--- src/rtl/conv_pkg.sv ---
// Shared definitions for the convolution job sequencer: register map,
// STATUS/CTRL bit positions and the sequencer state encoding.
package conv_pkg;

    localparam int N_TAPS = 9;

    localparam logic [4:0] REG_W1_0     = 5'd0;
    localparam logic [4:0] REG_W2_0     = 5'd9;
    localparam logic [4:0] REG_SRC_BASE = 5'd18;
    localparam logic [4:0] REG_DST_BASE = 5'd19;
    localparam logic [4:0] REG_PIX_CNT  = 5'd20;
    localparam logic [4:0] REG_CTRL     = 5'd21;
    localparam logic [4:0] REG_STATUS   = 5'd22;

    localparam int CTRL_GO     = 0;
    localparam int CTRL_IRQ_EN = 1;

    localparam int ST_BUSY    = 0;
    localparam int ST_DONE    = 1;
    localparam int ST_ERR     = 2;
    localparam int ST_RES_LSB = 16;

    typedef enum logic [2:0] {
        S_IDLE,
        S_START,
        S_REQ,
        S_WAIT,
        S_DRAIN
    } state_t;

endpackage

--- src/rtl/conv_job_sequencer_if.sv ---
// Bundle of config, ifmap-fetch, engine and result-write signals around the
// sequencer; master is the sequencer's view, slave the fabric/engine view.
interface conv_job_sequencer_if #(parameter int ADDR_W = 12);

    logic                    cfg_we;
    logic [4:0]              cfg_addr;
    logic [31:0]             cfg_wdata;
    logic [31:0]             cfg_rdata;

    logic                    mem_req;
    logic [ADDR_W-1:0]       mem_addr;
    logic                    mem_gnt;
    logic                    mem_rvalid;
    logic [31:0]             mem_rdata;

    logic                    conv_start;
    logic [31:0]             conv_num;
    logic                    conv_num_valid;
    logic [8:0][15:0]        kernel_num_1;
    logic [8:0][15:0]        kernel_num_2;
    logic [15:0]             conv_ofmap;
    logic                    conv_dout_valid;
    logic                    conv_done;

    logic                    res_we;
    logic [ADDR_W-1:0]       res_addr;
    logic [15:0]             res_wdata;
    logic                    irq;

    modport master (
        input  cfg_we, cfg_addr, cfg_wdata, mem_gnt, mem_rvalid, mem_rdata,
               conv_ofmap, conv_dout_valid, conv_done,
        output cfg_rdata, mem_req, mem_addr, conv_start, conv_num, conv_num_valid,
               kernel_num_1, kernel_num_2, res_we, res_addr, res_wdata, irq
    );

    modport slave (
        output cfg_we, cfg_addr, cfg_wdata, mem_gnt, mem_rvalid, mem_rdata,
               conv_ofmap, conv_dout_valid, conv_done,
        input  cfg_rdata, mem_req, mem_addr, conv_start, conv_num, conv_num_valid,
               kernel_num_1, kernel_num_2, res_we, res_addr, res_wdata, irq
    );

endinterface

--- src/rtl/conv_cfg_regs.sv ---
// Config register file: weights, job descriptor, CTRL/STATUS with sticky
// done/err flags and busy-gated writes.
module conv_cfg_regs
    import conv_pkg::*;
#(
    parameter int ADDR_W = 12,
    parameter int CNT_W  = 16
) (
    input  logic                    clk,
    input  logic                    rst_n,
    input  logic                    cfg_we,
    input  logic [4:0]              cfg_addr,
    input  logic [31:0]             cfg_wdata,
    output logic [31:0]             cfg_rdata,
    input  logic                    busy,
    input  logic                    done_set,
    input  logic                    err_set,
    input  logic [CNT_W-1:0]        res_cnt,
    output logic [8:0][15:0]        w1,
    output logic [8:0][15:0]        w2,
    output logic [ADDR_W-1:0]       src_base,
    output logic [ADDR_W-1:0]       dst_base,
    output logic [CNT_W-1:0]        pix_cnt_cfg,
    output logic                    irq_en,
    output logic                    done,
    output logic                    go
);

    logic err;
    logic cfg_wr;
    logic status_wr;
    logic unused_wdata;

    assign cfg_wr       = cfg_we && !busy;
    assign status_wr    = cfg_we && (cfg_addr == REG_STATUS);
    assign go           = cfg_wr && (cfg_addr == REG_CTRL) && cfg_wdata[CTRL_GO];
    assign unused_wdata = ^cfg_wdata;

    always_ff @(posedge clk or negedge rst_n) begin
        if (!rst_n) begin
            w1          <= '0;
            w2          <= '0;
            src_base    <= '0;
            dst_base    <= '0;
            pix_cnt_cfg <= '0;
            irq_en      <= 1'b0;
            done        <= 1'b0;
            err         <= 1'b0;
        end else begin
            if (cfg_wr) begin
                if (cfg_addr < REG_W2_0)
                    w1[cfg_addr[3:0]] <= cfg_wdata[15:0];
                else if (cfg_addr < REG_SRC_BASE)
                    w2[4'(cfg_addr - REG_W2_0)] <= cfg_wdata[15:0];
                else if (cfg_addr == REG_SRC_BASE)
                    src_base <= cfg_wdata[ADDR_W-1:0];
                else if (cfg_addr == REG_DST_BASE)
                    dst_base <= cfg_wdata[ADDR_W-1:0];
                else if (cfg_addr == REG_PIX_CNT)
                    pix_cnt_cfg <= cfg_wdata[CNT_W-1:0];
            end
            // irq_en stays writable mid-job; only go is gated by busy
            if (cfg_we && (cfg_addr == REG_CTRL))
                irq_en <= cfg_wdata[CTRL_IRQ_EN];
            if (done_set)
                done <= 1'b1;
            else if (status_wr && cfg_wdata[ST_DONE])
                done <= 1'b0;
            if (err_set)
                err <= 1'b1;
            else if (status_wr && cfg_wdata[ST_ERR])
                err <= 1'b0;
        end
    end

    always_comb begin
        cfg_rdata = '0;
        if (cfg_addr < REG_W2_0) begin
            cfg_rdata[15:0] = w1[cfg_addr[3:0]];
        end else if (cfg_addr < REG_SRC_BASE) begin
            cfg_rdata[15:0] = w2[4'(cfg_addr - REG_W2_0)];
        end else begin
            case (cfg_addr)
                REG_SRC_BASE: cfg_rdata[ADDR_W-1:0] = src_base;
                REG_DST_BASE: cfg_rdata[ADDR_W-1:0] = dst_base;
                REG_PIX_CNT:  cfg_rdata[CNT_W-1:0]  = pix_cnt_cfg;
                REG_CTRL:     cfg_rdata[CTRL_IRQ_EN] = irq_en;
                REG_STATUS: begin
                    cfg_rdata[ST_BUSY]                 = busy;
                    cfg_rdata[ST_DONE]                 = done;
                    cfg_rdata[ST_ERR]                  = err;
                    cfg_rdata[ST_RES_LSB +: CNT_W]     = res_cnt;
                end
                default: cfg_rdata = '0;
            endcase
        end
    end

endmodule

--- src/rtl/conv_job_sequencer.sv ---
// Job controller for the two-channel 3x3 conv engine: fetches ifmap words,
// streams them to the engine and writes results back to buffer memory.
//   state   | meaning
//   IDLE    | waiting for go
//   START   | conv_start pulse, pixel counter cleared
//   REQ     | ifmap read request held until granted
//   WAIT    | waiting for read data, forwarded to the engine
//   DRAIN   | all pixels sent, waiting for conv_done
module conv_job_sequencer
    import conv_pkg::*;
#(
    parameter int ADDR_W = 12,
    parameter int CNT_W  = 16
) (
    input  logic                  clk,
    input  logic                  rst_n,
    conv_job_sequencer_if.master  bus
);

    state_t              state;
    logic [CNT_W-1:0]    pix_cnt, pix_nxt, pix_cnt_cfg;
    logic [CNT_W-1:0]    res_cnt, res_base;
    logic [ADDR_W-1:0]   src_base, dst_base;
    logic [8:0][15:0]    w1, w2;
    logic [31:0]         cfg_rdata;
    logic                busy, go, done, irq_en, done_set, err_set;

    logic                mem_req, conv_start, conv_num_valid, res_we;
    logic [ADDR_W-1:0]   mem_addr, res_addr;
    logic [31:0]         conv_num;
    logic [15:0]         res_wdata;

    assign busy     = (state != S_IDLE);
    assign pix_nxt  = pix_cnt + CNT_W'(1);
    assign done_set = ((state == S_IDLE) && go && (pix_cnt_cfg == '0)) ||
                      ((state == S_DRAIN) && bus.conv_done);
    assign err_set  = bus.conv_done && (state != S_DRAIN);
    assign res_base = (state == S_START) ? '0 : res_cnt;

    conv_cfg_regs #(.ADDR_W(ADDR_W), .CNT_W(CNT_W)) u_regs (
        .clk         (clk),
        .rst_n       (rst_n),
        .cfg_we      (bus.cfg_we),
        .cfg_addr    (bus.cfg_addr),
        .cfg_wdata   (bus.cfg_wdata),
        .cfg_rdata   (cfg_rdata),
        .busy        (busy),
        .done_set    (done_set),
        .err_set     (err_set),
        .res_cnt     (res_cnt),
        .w1          (w1),
        .w2          (w2),
        .src_base    (src_base),
        .dst_base    (dst_base),
        .pix_cnt_cfg (pix_cnt_cfg),
        .irq_en      (irq_en),
        .done        (done),
        .go          (go)
    );

    always_ff @(posedge clk or negedge rst_n) begin
        if (!rst_n) begin
            state          <= S_IDLE;
            pix_cnt        <= '0;
            mem_req        <= 1'b0;
            mem_addr       <= '0;
            conv_start     <= 1'b0;
            conv_num       <= '0;
            conv_num_valid <= 1'b0;
        end else begin
            conv_start     <= 1'b0;
            conv_num_valid <= 1'b0;
            case (state)
                S_IDLE: begin
                    if (go && (pix_cnt_cfg != '0)) begin
                        conv_start <= 1'b1;
                        state      <= S_START;
                    end
                end
                S_START: begin
                    pix_cnt  <= '0;
                    mem_req  <= 1'b1;
                    mem_addr <= src_base;
                    state    <= S_REQ;
                end
                S_REQ: begin
                    if (bus.mem_gnt) begin
                        mem_req <= 1'b0;
                        state   <= S_WAIT;
                    end
                end
                S_WAIT: begin
                    if (bus.mem_rvalid) begin
                        conv_num       <= bus.mem_rdata;
                        conv_num_valid <= 1'b1;
                        pix_cnt        <= pix_nxt;
                        if (pix_nxt == pix_cnt_cfg) begin
                            state <= S_DRAIN;
                        end else begin
                            mem_req  <= 1'b1;
                            mem_addr <= src_base + ADDR_W'(pix_nxt);
                            state    <= S_REQ;
                        end
                    end
                end
                S_DRAIN: begin
                    if (bus.conv_done)
                        state <= S_IDLE;
                end
                default: state <= S_IDLE;
            endcase
        end
    end

    // A result arriving in START is the job's first, so it lands at DST_BASE.
    always_ff @(posedge clk or negedge rst_n) begin
        if (!rst_n) begin
            res_we    <= 1'b0;
            res_addr  <= '0;
            res_wdata <= '0;
            res_cnt   <= '0;
        end else begin
            res_we <= bus.conv_dout_valid;
            if (bus.conv_dout_valid) begin
                res_addr  <= dst_base + ADDR_W'(res_base);
                res_wdata <= bus.conv_ofmap;
                res_cnt   <= res_base + CNT_W'(1);
            end else if (state == S_START) begin
                res_cnt <= '0;
            end
        end
    end

    assign bus.cfg_rdata      = cfg_rdata;
    assign bus.mem_req        = mem_req;
    assign bus.mem_addr       = mem_addr;
    assign bus.conv_start     = conv_start;
    assign bus.conv_num       = conv_num;
    assign bus.conv_num_valid = conv_num_valid;
    assign bus.kernel_num_1   = w1;
    assign bus.kernel_num_2   = w2;
    assign bus.res_we         = res_we;
    assign bus.res_addr       = res_addr;
    assign bus.res_wdata      = res_wdata;
    assign bus.irq            = done & irq_en;

endmodule

--- src/flat_wrapper.sv ---
// flat-port wrapper written by rule: the top's interface ports become plain ports
module conv_job_sequencer_flat import conv_pkg::*;
#(
    parameter int ADDR_W = 12,
    parameter int CNT_W  = 16
)
  (clk, rst_n, bus_cfg_we, bus_cfg_addr, bus_cfg_wdata, bus_mem_gnt, bus_mem_rvalid, bus_mem_rdata, bus_conv_ofmap, bus_conv_dout_valid, bus_conv_done, bus_cfg_rdata, bus_mem_req, bus_mem_addr, bus_conv_start, bus_conv_num, bus_conv_num_valid, bus_kernel_num_1, bus_kernel_num_2, bus_res_we, bus_res_addr, bus_res_wdata, bus_irq);
  conv_job_sequencer_if #(.ADDR_W(ADDR_W)) bus_i ();
  input  logic clk;
  input  logic rst_n;
  input wire logic [$bits(bus_i.cfg_we)-1:0] bus_cfg_we;
  input wire logic [$bits(bus_i.cfg_addr)-1:0] bus_cfg_addr;
  input wire logic [$bits(bus_i.cfg_wdata)-1:0] bus_cfg_wdata;
  input wire logic [$bits(bus_i.mem_gnt)-1:0] bus_mem_gnt;
  input wire logic [$bits(bus_i.mem_rvalid)-1:0] bus_mem_rvalid;
  input wire logic [$bits(bus_i.mem_rdata)-1:0] bus_mem_rdata;
  input wire logic [$bits(bus_i.conv_ofmap)-1:0] bus_conv_ofmap;
  input wire logic [$bits(bus_i.conv_dout_valid)-1:0] bus_conv_dout_valid;
  input wire logic [$bits(bus_i.conv_done)-1:0] bus_conv_done;
  output wire logic [$bits(bus_i.cfg_rdata)-1:0] bus_cfg_rdata;
  output wire logic [$bits(bus_i.mem_req)-1:0] bus_mem_req;
  output wire logic [$bits(bus_i.mem_addr)-1:0] bus_mem_addr;
  output wire logic [$bits(bus_i.conv_start)-1:0] bus_conv_start;
  output wire logic [$bits(bus_i.conv_num)-1:0] bus_conv_num;
  output wire logic [$bits(bus_i.conv_num_valid)-1:0] bus_conv_num_valid;
  output wire logic [$bits(bus_i.kernel_num_1)-1:0] bus_kernel_num_1;
  output wire logic [$bits(bus_i.kernel_num_2)-1:0] bus_kernel_num_2;
  output wire logic [$bits(bus_i.res_we)-1:0] bus_res_we;
  output wire logic [$bits(bus_i.res_addr)-1:0] bus_res_addr;
  output wire logic [$bits(bus_i.res_wdata)-1:0] bus_res_wdata;
  output wire logic [$bits(bus_i.irq)-1:0] bus_irq;
  assign bus_i.cfg_we = bus_cfg_we;
  assign bus_i.cfg_addr = bus_cfg_addr;
  assign bus_i.cfg_wdata = bus_cfg_wdata;
  assign bus_i.mem_gnt = bus_mem_gnt;
  assign bus_i.mem_rvalid = bus_mem_rvalid;
  assign bus_i.mem_rdata = bus_mem_rdata;
  assign bus_i.conv_ofmap = bus_conv_ofmap;
  assign bus_i.conv_dout_valid = bus_conv_dout_valid;
  assign bus_i.conv_done = bus_conv_done;
  assign bus_cfg_rdata = bus_i.cfg_rdata;
  assign bus_mem_req = bus_i.mem_req;
  assign bus_mem_addr = bus_i.mem_addr;
  assign bus_conv_start = bus_i.conv_start;
  assign bus_conv_num = bus_i.conv_num;
  assign bus_conv_num_valid = bus_i.conv_num_valid;
  assign bus_kernel_num_1 = bus_i.kernel_num_1;
  assign bus_kernel_num_2 = bus_i.kernel_num_2;
  assign bus_res_we = bus_i.res_we;
  assign bus_res_addr = bus_i.res_addr;
  assign bus_res_wdata = bus_i.res_wdata;
  assign bus_irq = bus_i.irq;
  conv_job_sequencer #(.ADDR_W(ADDR_W), .CNT_W(CNT_W)) u_core (.clk(clk), .rst_n(rst_n), .bus(bus_i));
endmodule
--- config.mk ---
export PLATFORM = sky130hd
export DESIGN_NAME = conv_job_sequencer_flat
export DESIGN_NICKNAME = d
export VERILOG_FILES = /design/src/rtl/conv_pkg.sv /design/src/rtl/conv_job_sequencer_if.sv /design/src/rtl/conv_cfg_regs.sv /design/src/rtl/conv_job_sequencer.sv /design/src/flat_wrapper.sv
export SDC_FILE = /design/constraint.sdc
export NUM_CORES = 1
export LEC_CHECK = 0
export BUFFER_PORTS_ARGS = -buffer_cell sky130_fd_sc_hd__buf_4
export CORE_UTILIZATION = 30
export CTS_BUF_LIST = sky130_fd_sc_hd__clkbuf_2 sky130_fd_sc_hd__clkbuf_4 sky130_fd_sc_hd__clkbuf_8
export CTS_CLUSTER_SIZE = 8
export DETAILED_ROUTE_END_ITERATION = 8
export GPL_TIMING_DRIVEN = 0
export PLACE_DENSITY_LB_ADDON = 0.12
export SYNTH_ARGS = -nofsm -noshare
export SYNTH_HDL_FRONTEND = slang
export SYNTH_SLANG_ARGS = --single-unit
--- constraint.sdc ---
create_clock -name clk -period 9.9 [get_ports clk]
set_input_delay 0.99 -clock clk [delete_from_list [all_inputs] [get_ports clk]]
set_output_delay 0.99 -clock clk [all_outputs]
set_load 0.01 [all_outputs]
==> impl_metrics.csv, run 1 <==
group,metric,value,unit
floorplanning,die_h,269.3,um
clock_network,htreeDepth,3,
clock_network,cts_tree,"done",
global_routing,grt_util_met1,28.70,%
clock_network,clk-insertion-delay-late,680,ps
run_status,violations,"design-rule violations",
run_status,status,"complete, but fails checks",
setup_path,r2r_start,"u_core.state[2]",
worst_hold_path,hp-class,"in -> async",
place,io_buffers,467,
synthesis,synth_flop_cell,"dfrtp_1",
setup_path,crit_type,"in -> out",
detailed_routing,drtAntennaViolNets,0,
detailed_routing,firstDrtPassIters,9,
setup_path,startpoint,"bus_cfg_addr[0]",
floorplanning,placementRows,97,
sta,hold_viol_final,0,
global_routing,grt_use_total,23.42,%
synthesis,synth_edf_count,0,
floorplanning,die-area,72500,um^2
global_routing,antenna_found_initial,11,
synthesis,synth.yosys.seq_area_share,51.62,%
global_routing,grt_max_degree,112,
detailed_routing,wl,85.63,mm
global_routing,grt_pass1_wl,123.8,mm
sta,worst_pin_slew,1238,ps
cells_and_area,fin_cells,3283,
setup_path,r2r-end,"u_core.bus.res_addr[10]",
synthesis,synth_compound_area_share,6.049,%
synthesis,synth_xor_area_share,2.371,%
detailed_routing,post-route-drc-count,2,
floorplanning,die_x,269.3,um
synthesis,ys_ff_latch,442,
clock_network,cts_hold_buf,0,
setup_path,r2r_slack,5670,ps
synthesis,async_flop_share,100.0,%
setup_path,reg2reg_depth,15,
clock_network,clkTransAtPathRegs,60,ps
synthesis,ys_warn_count,0,
synthesis,synth_top_family_by_area,"multiplexers",
floorplanning,io_pins,489,
sta,fin_skew,35.38,ps
sta,max_freq,0.1402,GHz
setup_path,arrival,6140,ps
clock_network,post-cts-setup-buffers,0,
pwr,cellPowerDensity,164.7,nW/um^2
global_routing,grt_pass1_vias,17180,
cells_and_area,drive_gt1_share,45.73,%
global_routing,overflow,0,
synthesis,synthSimpleGateAreaFrac,8.467,%
clock_network,clock-sinks,442,
sta,fin_crit,7133,ps
synthesis,syn_area,21430,um^2
detailed_routing,vias,16520,
synthesis,syn_inst,1721,
detailed_routing,viasPerCell,5.032,
cells_and_area,area_delta_synth_final,30.77,%
sta,rsz0062_at_grt,"no",
place,place_inst,3132,
cells_and_area,final_common_cell,"buf_4",
cells_and_area,fill_cells,6932,
cells_and_area,final_nets,2403,
pwr,p_total,4.615,mW
cells_and_area,final_cell_mix,"467 x buf_4, 442 x dfrtp_1, 352 x mux2_2",
sta,relSlewSlack,17.44,%
pwr,peakVddDrop,0.09270,mV
clock_network,cts_made_buffers,83,
sta,setup_tns,0,ps
detailed_routing,drt_iter0_drc,1138,
clock_network,cts.path.max_buffers,3,
synthesis,synth-adder-area-share,2.044,%
floorplanning,initial_utilization,30.44,%
setup_path,start_kind,"input pin",
synthesis,synth.area.mux_share,26.77,%
global_routing,grt.met2_usage,38.48,%
job,drv_cap,0,
sta,fin_crit_sh,72.06,%
detailed_routing,detail_route.wl_per_cell,26.08,um
synthesis,avgSynthCellArea,12.45,um^2
place,hpwl,64.51,mm
setup_path,cp_max_fo,10,
clock_network,post_cts_resized,0,
floorplanning,core_area,70390,um^2
setup_path,end_kind,"primary output",
sta,slew_violations,0,
synthesis,synth_nets,1846,
global_routing,gr-usage-met3,7.997,%
global_routing,top_usage_layer,"met2",
setup_path,critPathRequiredTime,8910,ps
pwr,leakage,14.06,nW
place,routabilityCongestion,0.8804,
synthesis,yosysUniqueCellTypes,70,
clock_network,cts_root_buffer,"clkbuf_8",
sta,holdWs,276.1,ps
sta,setup_viol,0,
synth_stat cells, drive strengths merged, types with 5 or more instances:
library cell / n / area share (%)
o22a: 10 / 0.41
nor3: 21 / 0.54
nand4: 7 / 0.27
xor2: 24 / 0.98
and3: 28 / 0.82
or3: 5 / 0.15
nand2: 202 / 3.5
ha: 31 / 1.8
a222oi: 9 / 0.42
mux2: 362 / 19
nor2b: 7 / 0.20
dfrtp: 442 / 52
buf: 27 / 0.58
nor4: 9 / 0.33
inv: 24 / 0.42
mux2i: 18 / 0.84
o21ai: 59 / 1.4
nand3: 25 / 0.64
mux4: 64 / 6.7
and2: 15 / 0.44
a21oi: 67 / 1.6
clkbuf: 95 / 1.7
xnor2: 34 / 1.4
nor2: 61 / 1.1
o31ai: 8 / 0.28
worst max-delay path, stage by stage:
cell and delay (ps):
buf_4 90, clkbuf_1 210, buf_2 440, buf_1 830, inv_1 240, ha_1 360, buf_1 310, clkbuf_1 820
mux4_2 430, nand2_1 90, a21oi_1 100, a21oi_1 270, o22a_1 320, o21ai_0 340, buf_4 270
per-layer routing:
layer	wire length (um)	share of wire, %
met5	33	0.039
met1	34310	40
met4	2735	3.2
met2	41270	48
met3	7282	8.5
power breakdown:
group / switching, mW / leakage (nW) / internal [mW] / total [mW]
combinational: 0.397 / 7.10 / 0.303 / 0.700
clock: 0.843 / 0.954 / 1.07 / 1.91
sequential: 0.0883 / 6.00 / 1.92 / 2.01
total: 1.33 / 14.1 / 3.29 / 4.61
sequential cells by signal, summed over array words and instances, names as in the netlist, 16 cells and up:
name                       cells
u_core.u_regs.w2             144
u_core.u_regs.w1             144
u_core.pix_cnt                16
u_core.u_regs.pix_cnt_cfg     16
u_core.res_cnt                16
u_core.bus.conv_num           32
u_core.bus.res_wdata          16
final cells by class:
cell class / count / area [um^2] / share of cell area [%]
timing repair buffer: 472 / 3631 / 12.96
buffer: 122 / 484.2 / 1.728
multi-input combinational: 1132 / 9798 / 34.97
clock inverter: 18 / 121.4 / 0.4331
clock buffer: 131 / 1653 / 5.899
tap: 940 / 1176 / 4.197
sequential: 442 / 11060 / 39.47
inverter: 25 / 93.84 / 0.3349
antenna: 1 / 2.502 / 0.008931
through the flow:
stage               utilization, %  setup slack [ps]  area [um^2]
detailed placement           37.26              2710        26230
finish                       39.81              2767        28020
floorplan                        -              5099        21430
CTS                          39.78              2706        28000
global placement             37.09              2720        26110
global route                 39.81              2541        28020
how the worst max path moves through the flow:
stage / cells past startpoint / slack (ps) / endpoint
floorplan: 14 / 5100 / bus_cfg_rdata[12]
global placement: 15 / 2720 / bus_cfg_rdata[7]
detailed placement: 15 / 2710 / bus_cfg_rdata[7]
CTS: 15 / 2710 / bus_cfg_rdata[7]
global route: 15 / 2540 / bus_cfg_rdata[7]
finish: 15 / 2770 / bus_cfg_rdata[7]
cell families (layout without fill, tap and decap cells):
group / count (synthesis) / in the layout
xor+xnor: 58 / 58
fa+ha+maj: 34 / 34
flops: 442 / 442
compound gates: 205 / 205
mux: 444 / 444
other cells: 0 / 1
simple gates: 391 / 391
buf+inv: 147 / 768
Note: power is estimated with default switching activity, not from simulation.
==> run 2, diff against run 1 <==
Settings changed: ABC_AREA from default to 1.
Clock period 9.9 ns to 7.08 ns, I/O delays scaled along.
==> run 2 against run 1 <==
Effect of this change: the flow now finishes without violations; clock skew up 19 ps; sequential cell count is the same; final cell count increased by 29%; sequential power up 91%; area after synthesis rose by 0.35%; utilization increased by 0.077 points; routed wire length increased by 22%; die area grew 0.35%; count of clock-buffer cells in the layout fell by 2; critical path type unchanged; largest cell class unchanged.
==> impl_metrics.csv, run 2 <==
group,metric,value,unit
run_status,status,"complete, no violations",
setup_path,end_kind,"primary output",
setup_path,cp_max_fo,12,
floorplanning,io_pins,489,
detailed_routing,detail_route.wl_per_cell,24.66,um
floorplanning,initial_utilization,30.49,%
detailed_routing,met1Wirelength,45.83,mm
sta,fin_crit,5569,ps
cells_and_area,final_common_cell,"nand2_1",
synthesis,syn_inst,2669,
clock_network,clock-sinks,442,
synthesis,yosys-top-cells-count,"694 x nand2_1, 456 x o21ai_0, 442 x dfrtp_1",
pwr,p_total,9.647,mW
synthesis,synth.yosys.seq_area_share,51.44,%
detailed_routing,viasPerCell,5.248,
clock_network,post-cts-setup-buffers,0,
clock_network,clkTransAtPathRegs,50,ps
setup_path,start_kind,"input pin",
detailed_routing,route.met2.wl,46.67,mm
synthesis,ys_ff_latch,442,
synthesis,yosysUniqueCellTypes,51,
cells_and_area,final_nets,3355,
floorplanning,die_x,269.7,um
sta,setup_viol,0,
detailed_routing,post-route-drc-count,0,
sta,hold_viol_final,0,
place,routabilityCongestion,0.9477,
synthesis,yosysMostFrequentCell,"nand2_1",
clock_network,clk-insertion-delay-late,700,ps
place,io_buffers,471,
sta,fin_skew,54.06,ps
pwr,cellPowerDensity,343.0,nW/um^2
sta,relSlewSlack,26.72,%
synthesis,synth_flop_cell,"dfrtp_1",
detailed_routing,wl,104.3,mm
clock_network,cts_hold_buf,1,
cells_and_area,drive_gt1_share,21.29,%
detailed_routing,topRoutingLayerUsed,"met5",
sta,rsz0062_at_grt,"no",
synthesis,synth_area_leader_cell,"dfrtp_1",
place,hpwl,80.67,mm
clock_network,cts_made_buffers,83,
pwr,peakVddDrop,0.1401,mV
floorplanning,die_h,269.7,um
synthesis,synth_nets,2794,
cells_and_area,reg.largest.list,"u_core.u_regs.w1 x144, u_core.u_regs.w2 x144, u_core.bus.conv_num x32",
floorplanning,placementRows,97,
global_routing,overflow,0,
detailed_routing,vias,22200,
worst_hold_path,hp-class,"in -> reg",
synthesis,synth_edf_count,0,
clock_network,cts_tree,"done",
clock_network,post_cts_resized,0,
setup_path,arrival,4860,ps
setup_path,crit_type,"in -> out",
sta,fin_crit_sh,78.66,%
synthesis,ys_warn_count,0,
synthesis,syn_area,21500,um^2
pwr,leakage,13.87,nW
global_routing,grt_use_total,28.03,%
cells_and_area,area_delta_synth_final,30.79,%
floorplanning,die-area,72750,um^2
clock_network,cts.path.max_buffers,3,
detailed_routing,drt_iter0_drc,2318,
global_routing,grt_pass1_wl,150.0,mm
sta,max_freq,0.1796,GHz
global_routing,grt_pass1_vias,21640,
job,drv_cap,0,
setup_path,critPathRequiredTime,6370,ps
detailed_routing,firstDrtPassIters,6,
clock_network,cts_root_buffer,"clkbuf_8",
synthesis,synthTopCellsByArea,"dfrtp_1 51%, nand2_1 12%, o21ai_0 11%, nor2_1 3.8%, inv_1 3.7%",
synthesis,async_flop_share,100.0,%
synthesis,avgSynthCellArea,8.057,um^2
sta,worst_pin_slew,1099,ps
global_routing,grt_max_degree,118,
global_routing,antenna_found_initial,7,
detailed_routing,met3_length,8.616,mm
cells_and_area,final_cell_mix,"694 x nand2_1, 475 x buf_4, 456 x o21ai_0",
sta,setup_tns,0,ps
sta,slew_violations,0,
synthesis,yosysTopAreaCellShare,51.44,%
detailed_routing,drtAntennaViolNets,0,
floorplanning,core_area,70510,um^2
clock_network,htreeDepth,3,
run 2: cell types whose count changed after synthesis, moves of 81 or more:
cell	delta
a21oi_1	+81
inv_1	+187
mux2_2	-352
nand2_1	+492
nor2_1	+157
o21ai_0	+397
run 2: cell type report:
type / count / area (um^2)
clock buffer: 129 / 1594
sequential: 442 / 11060
multi-input combinational: 1849 / 8955
buffer: 153 / 640.6
fill: 7280 / 42390
timing repair buffer: 476 / 3664
inverter: 225 / 847.1
clock inverter: 14 / 181.4
antenna: 2 / 5.005
tap: 940 / 1176
run 2: routing by layer:
layer | vias to the layer above | track usage, %
li1 | 9927 | -
met1 | 11040 | 39.25
met2 | 1051 | 42.84
met3 | 180 | 5.691
met4 | 2 | 9.659
met5 | - | 0
run 2: cell families after synthesis:
group                      share of synthesized area [%]
AOI/OAI and AO/OA                                  17.72
xor gates and xnor gates                           1.396
adders and majority gates                          1.990
buffers and inverters                              6.918
DFF                                                51.44
and+or+nand+nor                                    20.54
run 2: metrics by stage:
step / worst slack (ps) / instance area (um^2) / util (%) / hold WS, ps / instances
floorplan: 3264 / 21500 / - / 412.4 / 2669
global placement: 580.2 / 26220 / 37.18 / 458.4 / 4080
detailed placement: 1599 / 26330 / 37.34 / 459.7 / 4084
CTS: 1595 / 28120 / 39.88 / 159.5 / 4228
global route: 1427 / 28120 / 39.88 / 184.4 / 4230
finish: 1511 / 28120 / 39.88 / 214.5 / 4230
run 2: path summary, 6_finish.rpt:
check | startpoint | endpoint | slack [ps] | depth (start not counted)
setup / recovery | bus_cfg_addr[0] | bus_cfg_rdata[0] | 1510 | 18
hold / removal | bus_conv_dout_valid | u_core.bus.res_we | 210 | 1
setup reg to reg | u_core.pix_cnt[1] | u_core.bus.mem_addr[11] | 3810 | 19
hold reg to reg | u_core.bus.mem_addr[3] | u_core.bus.mem_addr[3] | 470 | 2
max in group asynchronous | rst_n | u_core.u_regs.pix_cnt_cfg[5] | 4660 | 5
min in group asynchronous | rst_n | u_core.u_regs.w1[72] | 560 | 2
run 2: critical path: stages:
cell and delay (ps):
buf_4 120, buf_2 180, inv_2 70, buf_4 210, buf_2 250, buf_2 230, buf_2 390, ha_1 300
clkbuf_1 250, inv_1 310, clkbuf_1 400, a21oi_1 130, o21ai_0 130, nand2_1 80, a22o_1 270, o21ai_0 270
nand3_1 280, buf_4 250
run 2: power breakdown:
part	switching [mW]	total [mW]	internal [mW]
Combinational	1.82	3.07	1.26
Sequential	0.675	3.83	3.16
Clock	1.20	2.74	1.54
